File: src/rtl/div_mon_pkg.sv
// Shared definitions for the div2 period monitor: FSM state encoding, fault codes
// and the nominal divided period for the div2 ratio.
package div_mon_pkg;

    typedef enum logic [1:0] {
        ACQ    = 2'd0,
        MEAS   = 2'd1,
        LOCKED = 2'd2,
        FAULT  = 2'd3
    } mon_state_t;

    typedef enum logic [1:0] {
        FC_NONE     = 2'b00,
        FC_MISMATCH = 2'b01,
        FC_STALL    = 2'b10
    } fault_code_t;

    // div2 toggles every 8 ip1 cycles, so one full divided period is 16 ip1 cycles.
    localparam int DIV2_EXP_PERIOD = 16;

endpackage

File: src/rtl/sync_rise_det.sv
// Brings the divided clock into the ip1 domain through two flops and flags each
// rising edge with a single-cycle combinational pulse.
module sync_rise_det (
    input  logic ip1,
    input  logic reset,
    input  logic din,
    output logic rise
);

    logic s1;
    logic s2;
    logic s3;

    always_ff @(posedge ip1 or posedge reset) begin
        if (reset) begin
            s1 <= 1'b0;
            s2 <= 1'b0;
            s3 <= 1'b0;
        end else begin
            s1 <= din;
            s2 <= s1;
            s3 <= s2;
        end
    end

    // s3 only delays s2 for edge detection; it is never used as a data sample.
    assign rise = s2 & ~s3;

endmodule

File: src/rtl/div_period_monitor.sv
// Watches the div2 output from the fast ip1 domain: ticks on each rising edge,
// measures the divided period, declares lock and latches stall/mismatch faults.
module div_period_monitor
    import div_mon_pkg::*;
#(
    parameter int PERIOD_W   = 8,
    parameter int EXP_PERIOD = DIV2_EXP_PERIOD,
    parameter int TOL        = 0,
    parameter int LOCK_COUNT = 4,
    parameter int TIMEOUT    = 64,
    parameter int CNT_W      = 16
) (
    input  logic                ip1,
    input  logic                reset,
    input  logic                div_in,
    input  logic                clear_fault,
    output logic                tick,
    output logic [PERIOD_W-1:0] period,
    output logic                period_valid,
    output logic                locked,
    output logic                fault,
    output logic [1:0]          fault_code,
    output logic [CNT_W-1:0]    edge_count
);

    localparam logic [PERIOD_W-1:0] CNT_MAX   = '1;
    localparam logic [PERIOD_W-1:0] EXP_P     = PERIOD_W'(EXP_PERIOD);
    localparam logic [PERIOD_W-1:0] TOL_P     = PERIOD_W'(TOL);
    localparam logic [PERIOD_W-1:0] TIMEOUT_P = PERIOD_W'(TIMEOUT);
    localparam logic [3:0]          LOCK_P    = 4'(LOCK_COUNT);

    mon_state_t          state;
    logic [3:0]          match_cnt;
    logic [PERIOD_W-1:0] cyc_cnt;
    logic [PERIOD_W-1:0] meas_period;
    logic [PERIOD_W-1:0] period_diff;
    logic                rise;
    logic                match;
    logic                timeout_hit;
    logic                measuring;

    sync_rise_det u_sync (
        .ip1   (ip1),
        .reset (reset),
        .din   (div_in),
        .rise  (rise)
    );

    // The counter holds "cycles since last rise minus one", so the period is one more.
    assign meas_period = (cyc_cnt == CNT_MAX) ? CNT_MAX : cyc_cnt + PERIOD_W'(1);
    assign period_diff = (meas_period >= EXP_P) ? (meas_period - EXP_P) : (EXP_P - meas_period);
    assign match       = (period_diff <= TOL_P);
    assign timeout_hit = (cyc_cnt >= TIMEOUT_P) && !rise;
    assign measuring   = (state == MEAS) || (state == LOCKED);

    always_ff @(posedge ip1 or posedge reset) begin
        if (reset) begin
            cyc_cnt <= '0;
        end else if (rise || clear_fault) begin
            cyc_cnt <= '0;
        end else if (cyc_cnt != CNT_MAX) begin
            cyc_cnt <= cyc_cnt + PERIOD_W'(1);
        end
    end

    always_ff @(posedge ip1 or posedge reset) begin
        if (reset) begin
            tick       <= 1'b0;
            edge_count <= '0;
        end else begin
            tick <= rise;
            if (rise && (state != FAULT)) begin
                edge_count <= edge_count + CNT_W'(1);
            end
        end
    end

    // A clear restarts acquisition outright, so a coincident rise is neither
    // reported as a period nor taken as the new reference edge.
    always_ff @(posedge ip1 or posedge reset) begin
        if (reset) begin
            state        <= ACQ;
            match_cnt    <= '0;
            period       <= '0;
            period_valid <= 1'b0;
            locked       <= 1'b0;
            fault        <= 1'b0;
            fault_code   <= FC_NONE;
        end else begin
            period_valid <= 1'b0;
            if (rise && measuring && !clear_fault) begin
                period       <= meas_period;
                period_valid <= 1'b1;
            end

            if (clear_fault) begin
                state      <= ACQ;
                match_cnt  <= '0;
                locked     <= 1'b0;
                fault      <= 1'b0;
                fault_code <= FC_NONE;
            end else begin
                case (state)
                    ACQ: begin
                        if (rise) begin
                            state     <= MEAS;
                            match_cnt <= '0;
                        end else if (timeout_hit) begin
                            state      <= FAULT;
                            fault      <= 1'b1;
                            fault_code <= FC_STALL;
                        end
                    end
                    MEAS: begin
                        if (rise) begin
                            if (match) begin
                                match_cnt <= match_cnt + 4'd1;
                                if ((match_cnt + 4'd1) == LOCK_P) begin
                                    state  <= LOCKED;
                                    locked <= 1'b1;
                                end
                            end else begin
                                match_cnt <= '0;
                            end
                        end else if (timeout_hit) begin
                            state      <= FAULT;
                            fault      <= 1'b1;
                            fault_code <= FC_STALL;
                        end
                    end
                    LOCKED: begin
                        if (rise) begin
                            if (!match) begin
                                state      <= FAULT;
                                locked     <= 1'b0;
                                fault      <= 1'b1;
                                fault_code <= FC_MISMATCH;
                            end
                        end else if (timeout_hit) begin
                            state      <= FAULT;
                            locked     <= 1'b0;
                            fault      <= 1'b1;
                            fault_code <= FC_STALL;
                        end
                    end
                    FAULT: begin
                        state <= FAULT;
                    end
                    default: begin
                        state     <= ACQ;
                        match_cnt <= '0;
                        locked    <= 1'b0;
                        fault     <= 1'b0;
                    end
                endcase
            end
        end
    end

endmodule

File: config.mk
export PLATFORM = sky130hd
export DESIGN_NAME = div_period_monitor
export DESIGN_NICKNAME = d
export VERILOG_FILES = /design/src/rtl/div_mon_pkg.sv /design/src/rtl/sync_rise_det.sv /design/src/rtl/div_period_monitor.sv
export SDC_FILE = /design/constraint.sdc
export NUM_CORES = 1
export LEC_CHECK = 0
export BUFFER_PORTS_ARGS = -buffer_cell sky130_fd_sc_hd__clkbuf_2
export CAP_MARGIN = 20
export CORE_MARGIN = 5
export CORE_UTILIZATION = 51
export DETAILED_ROUTE_END_ITERATION = 8
export GPL_TIMING_DRIVEN = 0
export PLACE_DENSITY = 0.77
export SYNTH_ARGS = -nofsm -noshare
export SYNTH_HDL_FRONTEND = slang
export SYNTH_SLANG_ARGS = --single-unit
File: constraint.sdc
create_clock -name ip1 -period 3.3 [get_ports ip1]
set_clock_uncertainty 0.2 [all_clocks]
set_input_delay 0.66 -clock ip1 [delete_from_list [all_inputs] [get_ports ip1]]
set_output_delay 0.66 -clock ip1 [all_outputs]
set_load 0.02 [all_outputs]
======== After elaboration in Yosys (flattened, before gate mapping) ========
Index checks and enable logic that the tools add are counted.
W data, S select, Z words.
operators by class
  add/subtract/negate cells ............... 5
  $lt $le $gt $ge ......................... 3
  equal/unequal tests ..................... 16
  multiplexer cells ....................... 39
  bitwise logic cells ..................... 2
  reductions and logical operators ........ 18
operators with widths
  operator                 number
  $mux W8                  4
  $mux W2                  13
  $add A16 B1 Y16 const B  1
  $mux W4                  4
  $mux W1                  13
  $ne A3 B3 Y1 const B     4
  $ne A4 B4 Y1 const B     3
  $reduce_and A3 Y1        3
  $reduce_bool A3 Y1       3
  $add A8 B1 Y8 const B    1
  $eq A8 B8 Y1 const B     1
  $ge A8 B5 Y1 const B     1
  $ge A8 B7 Y1 const B     1
  $le A8 B1 Y1 const B     1
  $ne A8 B8 Y1 const B     1
  $pmux W2 S4              1
  $pmux W4 S2              1
  $sub A5 B8 Y8 const A    1
  $sub A8 B5 Y8 const B    1
  $reduce_and A6 Y1        1
  $add A4 B1 Y4 const B    1
  $eq A2 B2 Y1 const B     2
  $eq A4 B3 Y1 const B     1
  $logic_and A1 B1 Y1      4
  13 further kinds         16
storage, ports and cells
  bits in registers ....................... 47
  input bits .............................. 4
  output and inout port bits .............. 30
  logic and storage cells ................. 96

======== Depth between registers and ports, before layout ========
  depth in word-level cells ............... 9
  gate-level depth with buffers ........... 14
  gate-level depth less buffers ........... 13

======== By module ========
A second synthesis with hierarchy kept.
unflattened totals
  cells, all modules ...................... 265
  area total of the unflattened synthesis .. 2560.0 sq um
by module, submodules not included
  module              times used  cells an instance  area each (sq um)  sequential area each (sq um)
  div_period_monitor  1           260                2467.4             1101.1
  sync_rise_det       1           5                  92.6               75.1

======== Least setup slack after synthesis ========
OpenSTA, ideal clock, no wires.
  kind .................................... flip-flop to flip-flop
  start point ............................. reg cyc_cnt[1]
  end point ............................... reg locked
  library setup time ...................... 122 ps
  arrival ................................. 2992 ps
  data required time ...................... 2978 ps
  path slack .............................. -14 ps
  stages on the path, launching flop included .. 15
  path buffers ............................ 1
  period minus slack after synthesis ...... 3314 ps
  path through ............................ dfrtp_1 -> ha_1 -> buf_2 -> nand2_1 -> o21bai_1 -> o22ai_1 -> inv_1 -> ha_1 -> inv_1 -> o21ai_0 -> or3_1 -> a211oi_2 -> nand3_1 -> a211o_1 -> a32o_1
on the way
  cells in the longest elaborated chain, start to end .. 7
  elaborated cells on any way between the ends .. 14
  classes of those cells .................. add/sub: 3; order compare: 3; eq/ne: 4; mux: 2; reduce/logical: 2
RTL lines
  element                                                               line                       text
  start: declaration                                                    div_period_monitor.sv:34   logic [PERIOD_W-1:0] cyc_cnt;
  start signal: assignment                                              div_period_monitor.sv:62   cyc_cnt <= cyc_cnt + PERIOD_W'(1);
  $add A8 B1 Y8 / $eq A8 B8 Y1 (equally long branches)                  div_period_monitor.sv:50   assign meas_period = (cyc_cnt == CNT_MAX) ? CNT_MAX : cyc_cnt + PERIOD_W'(1);
  $mux W8 (*)                                                           div_period_monitor.sv:50
  named net meas_period[4]                                              div_period_monitor.sv:35   logic [PERIOD_W-1:0] meas_period;
  $sub A5 B8 Y8 (tied with other cells)                                 div_period_monitor.sv:51   assign period_diff = (meas_period >= EXP_P) ? (meas_period - EXP_P) : (EXP_P - meas_period);
  $mux W8 (*)                                                           div_period_monitor.sv:51
  $le A8 B1 Y1 (*)                                                      div_period_monitor.sv:52   assign match = (period_diff <= TOL_P);
  $ne A4 B4 Y1 (no source line) / $ne A3 B3 Y1 (equally long branches)  -
  $reduce_and A6 Y1 (no source line) (*)                                -
  end signal: assignment                                                div_period_monitor.sv:86   locked <= 1'b0;
  end signal: assignment                                                div_period_monitor.sv:99   locked <= 1'b0;
  end signal: assignment                                                div_period_monitor.sv:120  locked <= 1'b1;
  end: declaration                                                      div_period_monitor.sv:20   output logic locked,
Mark *: on every way through the listed nets, which the timed path passes. The rest lies on a longest branch.
A chain may end at the register's enable or synchronous reset.

======== Final worst setup path ========
  start point ............................. reg cyc_cnt[1]
  end point ............................... reg state[0]
on the way
  cells in the longest elaborated chain, start to end .. 7
  elaborated cells on any way between the ends .. 19
  classes of those cells .................. add/sub: 3; order compare: 3; eq/ne: 3; mux: 8; reduce/logical: 2
RTL lines
  element                                               line                       text
  $add A8 B1 Y8 / $eq A8 B8 Y1 (equally long branches)  div_period_monitor.sv:50
  $mux W8                                               div_period_monitor.sv:50
  $sub A5 B8 Y8 (tied with other cells)                 div_period_monitor.sv:51
  $mux W8                                               div_period_monitor.sv:51
  $le A8 B1 Y1                                          div_period_monitor.sv:52
  $ne A4 B4 Y1 (no source line)                         -
  $reduce_and A3 Y1 (no source line)                    -
  end signal: assignment                                div_period_monitor.sv:82   state <= ACQ;
  end signal: assignment                                div_period_monitor.sv:97   state <= ACQ;
  end signal: assignment                                div_period_monitor.sv:106  state <= MEAS;
  end: declaration                                      div_period_monitor.sv:32   mon_state_t state;
Parallel ways exist; a longest one is shown, timed or not.

==> results.yml <==
logic_synthesis:
  syn_area_sq_um: 2370
  ys_seq_area_frac: 0.496
  avgSynthCellArea_sq_um: 10.2
  synth_top_area_frac: 0.496
  synthTopCellsByArea: "dfrtp_1, ha_1, nand2_1"
  synth_async_sr_flop_share: 1.00
  ys_types: 51
  synthTopCellsByCount: "dfrtp_1, nand2_1, nor2_1, o21ai_0"
  yosysTopAreaCell: "dfrtp_1"
  synth_edf_count: 0
  synthesis.instances: 233
  syn_nets: 249
  yosysWarningCount: 0
  yosysMostFrequentCell: "dfrtp_1"
  ys_seq_elements: 47
  synthFlopType: "dfrtp_1"
placement:
  dp_hpwl_um: 3590
  port_buffers: 32
  dpl_worst_slack_ns: -0.413
  gp_congestion: 0.872
clocking:
  cts.sink_count: 47
  cts_tree: "yes"
  htreeDepth: 2
  clockBufferDepth: 2
  clock-root-buffer: "clkbuf_8"
  cts_buffers: 5
  cts_hold_buf: 0
  path_clk_slew_ns: 0.09
  clk_latency_ns: 0.30
routing:
  wl_per_cell_um: 15.5
  detail_route.vias_per_cell: 5.65
  routed_wl_um: 5180
  vias: 1887
  first_iter_violations: 111
  drt_first_pass_iters: 4
  drc: 0
  antenna_left: 0
sta:
  tightest_slew_ns: 0.437
  maxSlewHeadroom: 0.708
  whs_ns: 0.126
  slew_viol_final: 0
  fin_crit_ns: 3.19
  max_freq_ghz: 0.313
  finalCritPeriodShare: 0.967
  hold_viol_final: 0
  setup_violations: 0
  setup_tns_ns: 0
  finalWorstSetupSlack_ns: 0.110
worst_setup_path:
  critPathRequiredTime_ns: 3.30
  crit_fanout: 6
  crit_type: "reg -> reg"
  crit_path_end_kind: "register"
  arrival_ns: 3.19
  cp-start-kind: "register"
layout:
  synthToLayoutAreaGrowth_pct: 23.0
  nets: 297
  fillCellCount: 352
  multi_input_area_sq_um: 1220
  antenna_cells: 0
  seqCellArea_sq_um: 1180
  postLayoutCoreUtil: 0.656
  final_layout_size_suffix_gt1_frac: 0.270
hold_path:
  hold_path.class: "in -> async"
die:
  die_h_um: 78.2
  pin_count: 34
  coreArea_sq_um: 4440
  die_w_um: 78.2
  dieArea_sq_um: 6110
  start_util: 0.534
  rows: 24
power_and_ir_drop:
  peakVddDrop_mv: 0.379
  leakage_nw: 1.42
  power_density_nw_per_um2: 475
  power_mw: 1.39
global_routing:
  grt_pass1_vias: 1824
  grt_pass1_wl_um: 8710
  antenna_found_initial: 0
  grt.overflow.total: 0
  grt_usage: 0.177
  grt_max_degree: 30
flow_run:
  maxCapViolCount: 0
status:
  status: "complete, no violations"
-- path summary, 6_finish.rpt --
check / from / endpoint / slack [ns] / depth (start not counted)
min in group ip1: u_sync.s1 / u_sync.s2 / 0.15 / 0
max in group asynchronous: reset / cyc_cnt[1] / 2.28 / 3
max reg2reg: cyc_cnt[1] / state[0] / 0.11 / 12
max: cyc_cnt[1] / state[0] / 0.11 / 12
min: reset / edge_count[10] / 0.13 / 2
min reg2reg: u_sync.s1 / u_sync.s2 / 0.15 / 0
-- state kept, by name, indices dropped and copies added, names as in the netlist, 2 cells and up --
name        count
edge_count     16
period          8
match_cnt       4
fault_code      2
cyc_cnt         8
state           2
-- through the flow --
step | instance area [sq um] | std cells
after CTS | 2840 | 332
after global routing | 2920 | 334
after detailed placement | 2620 | 318
after floorplan | 2380 | 233
after global placement | 2600 | 317
final | 2920 | 334
-- power breakdown --
group / internal [mW] / switching (mW)
clock: 0.303 / 0.188
combinational: 0.0835 / 0.137
sequential: 0.624 / 0.0505
total: 1.01 / 0.376
-- cell type report --
cell class / count / area share
sequential: 47 / 0.405
timing repair buffer: 42 / 0.0849
tap: 52 / 0.0223
clock buffer: 6 / 0.0249
clock inverter: 2 / 0.0206
inverter: 12 / 0.0154
buffer: 4 / 0.00901
multi-input combinational: 169 / 0.418
-- cell families after synthesis --
family,share of synthesized area
AND/OR/NAND/NOR,0.181
AO/OA/AOI/OAI,0.147
flip-flops,0.496
XOR/XNOR,0.0628
buffers and inverters,0.0322
adder cells (fa/ha/maj),0.0633
multiplexers,0.0179
-- worst max-delay path, cell delays in order, from the launching register on --
cell and delay, ns:
dfrtp_2 0.40, buf_4 0.16, nand3_4 0.11, nor2_4 0.14, mux2i_2 0.28, ha_1 0.28, inv_2 0.06, o21ai_1 0.05
or3_4 0.34, a211oi_4 0.29, a31oi_2 0.16, or3_1 0.39, a221oi_2 0.23
-- timing repair --
item	CTS	global route
buffers inserted	7	2
setup endpoints to repair	10	9
hold endpoints to repair	0	0
pin swaps	6	9
resized for setup	10	13
-- cell usage in the layout (no fill, tap or decap), types with 3 or more instances in the layout --
cell and instances:
dfrtp_1 44, nor3_1 8, clkbuf_1 3, nand2b_1 4, a21oi_1 6, buf_4 10, nand2_1 24, a31oi_1 3
and4_1 3, clkbuf_8 5, nand3_1 7, xor2_1 8, o21ai_0 13, xnor2_1 9, inv_1 10, nor2_1 19
dfrtp_2 3, ha_1 11, clkbuf_2 32
-- per-layer routing --
| metal | vias to the layer above | routed length, um | track usage |
|---|---|---|---|
| met2 | 45 | 2550 | 0.301 |
| li1 | 923 | - | - |
| met3 | 8 | 240 | 0.0412 |
| met5 | - | 0 | 0 |
| met4 | 0 | 65 | 0.0472 |
| met1 | 911 | 2320 | 0.228 |
No activity file was read; power rests on OpenSTA's default activity.
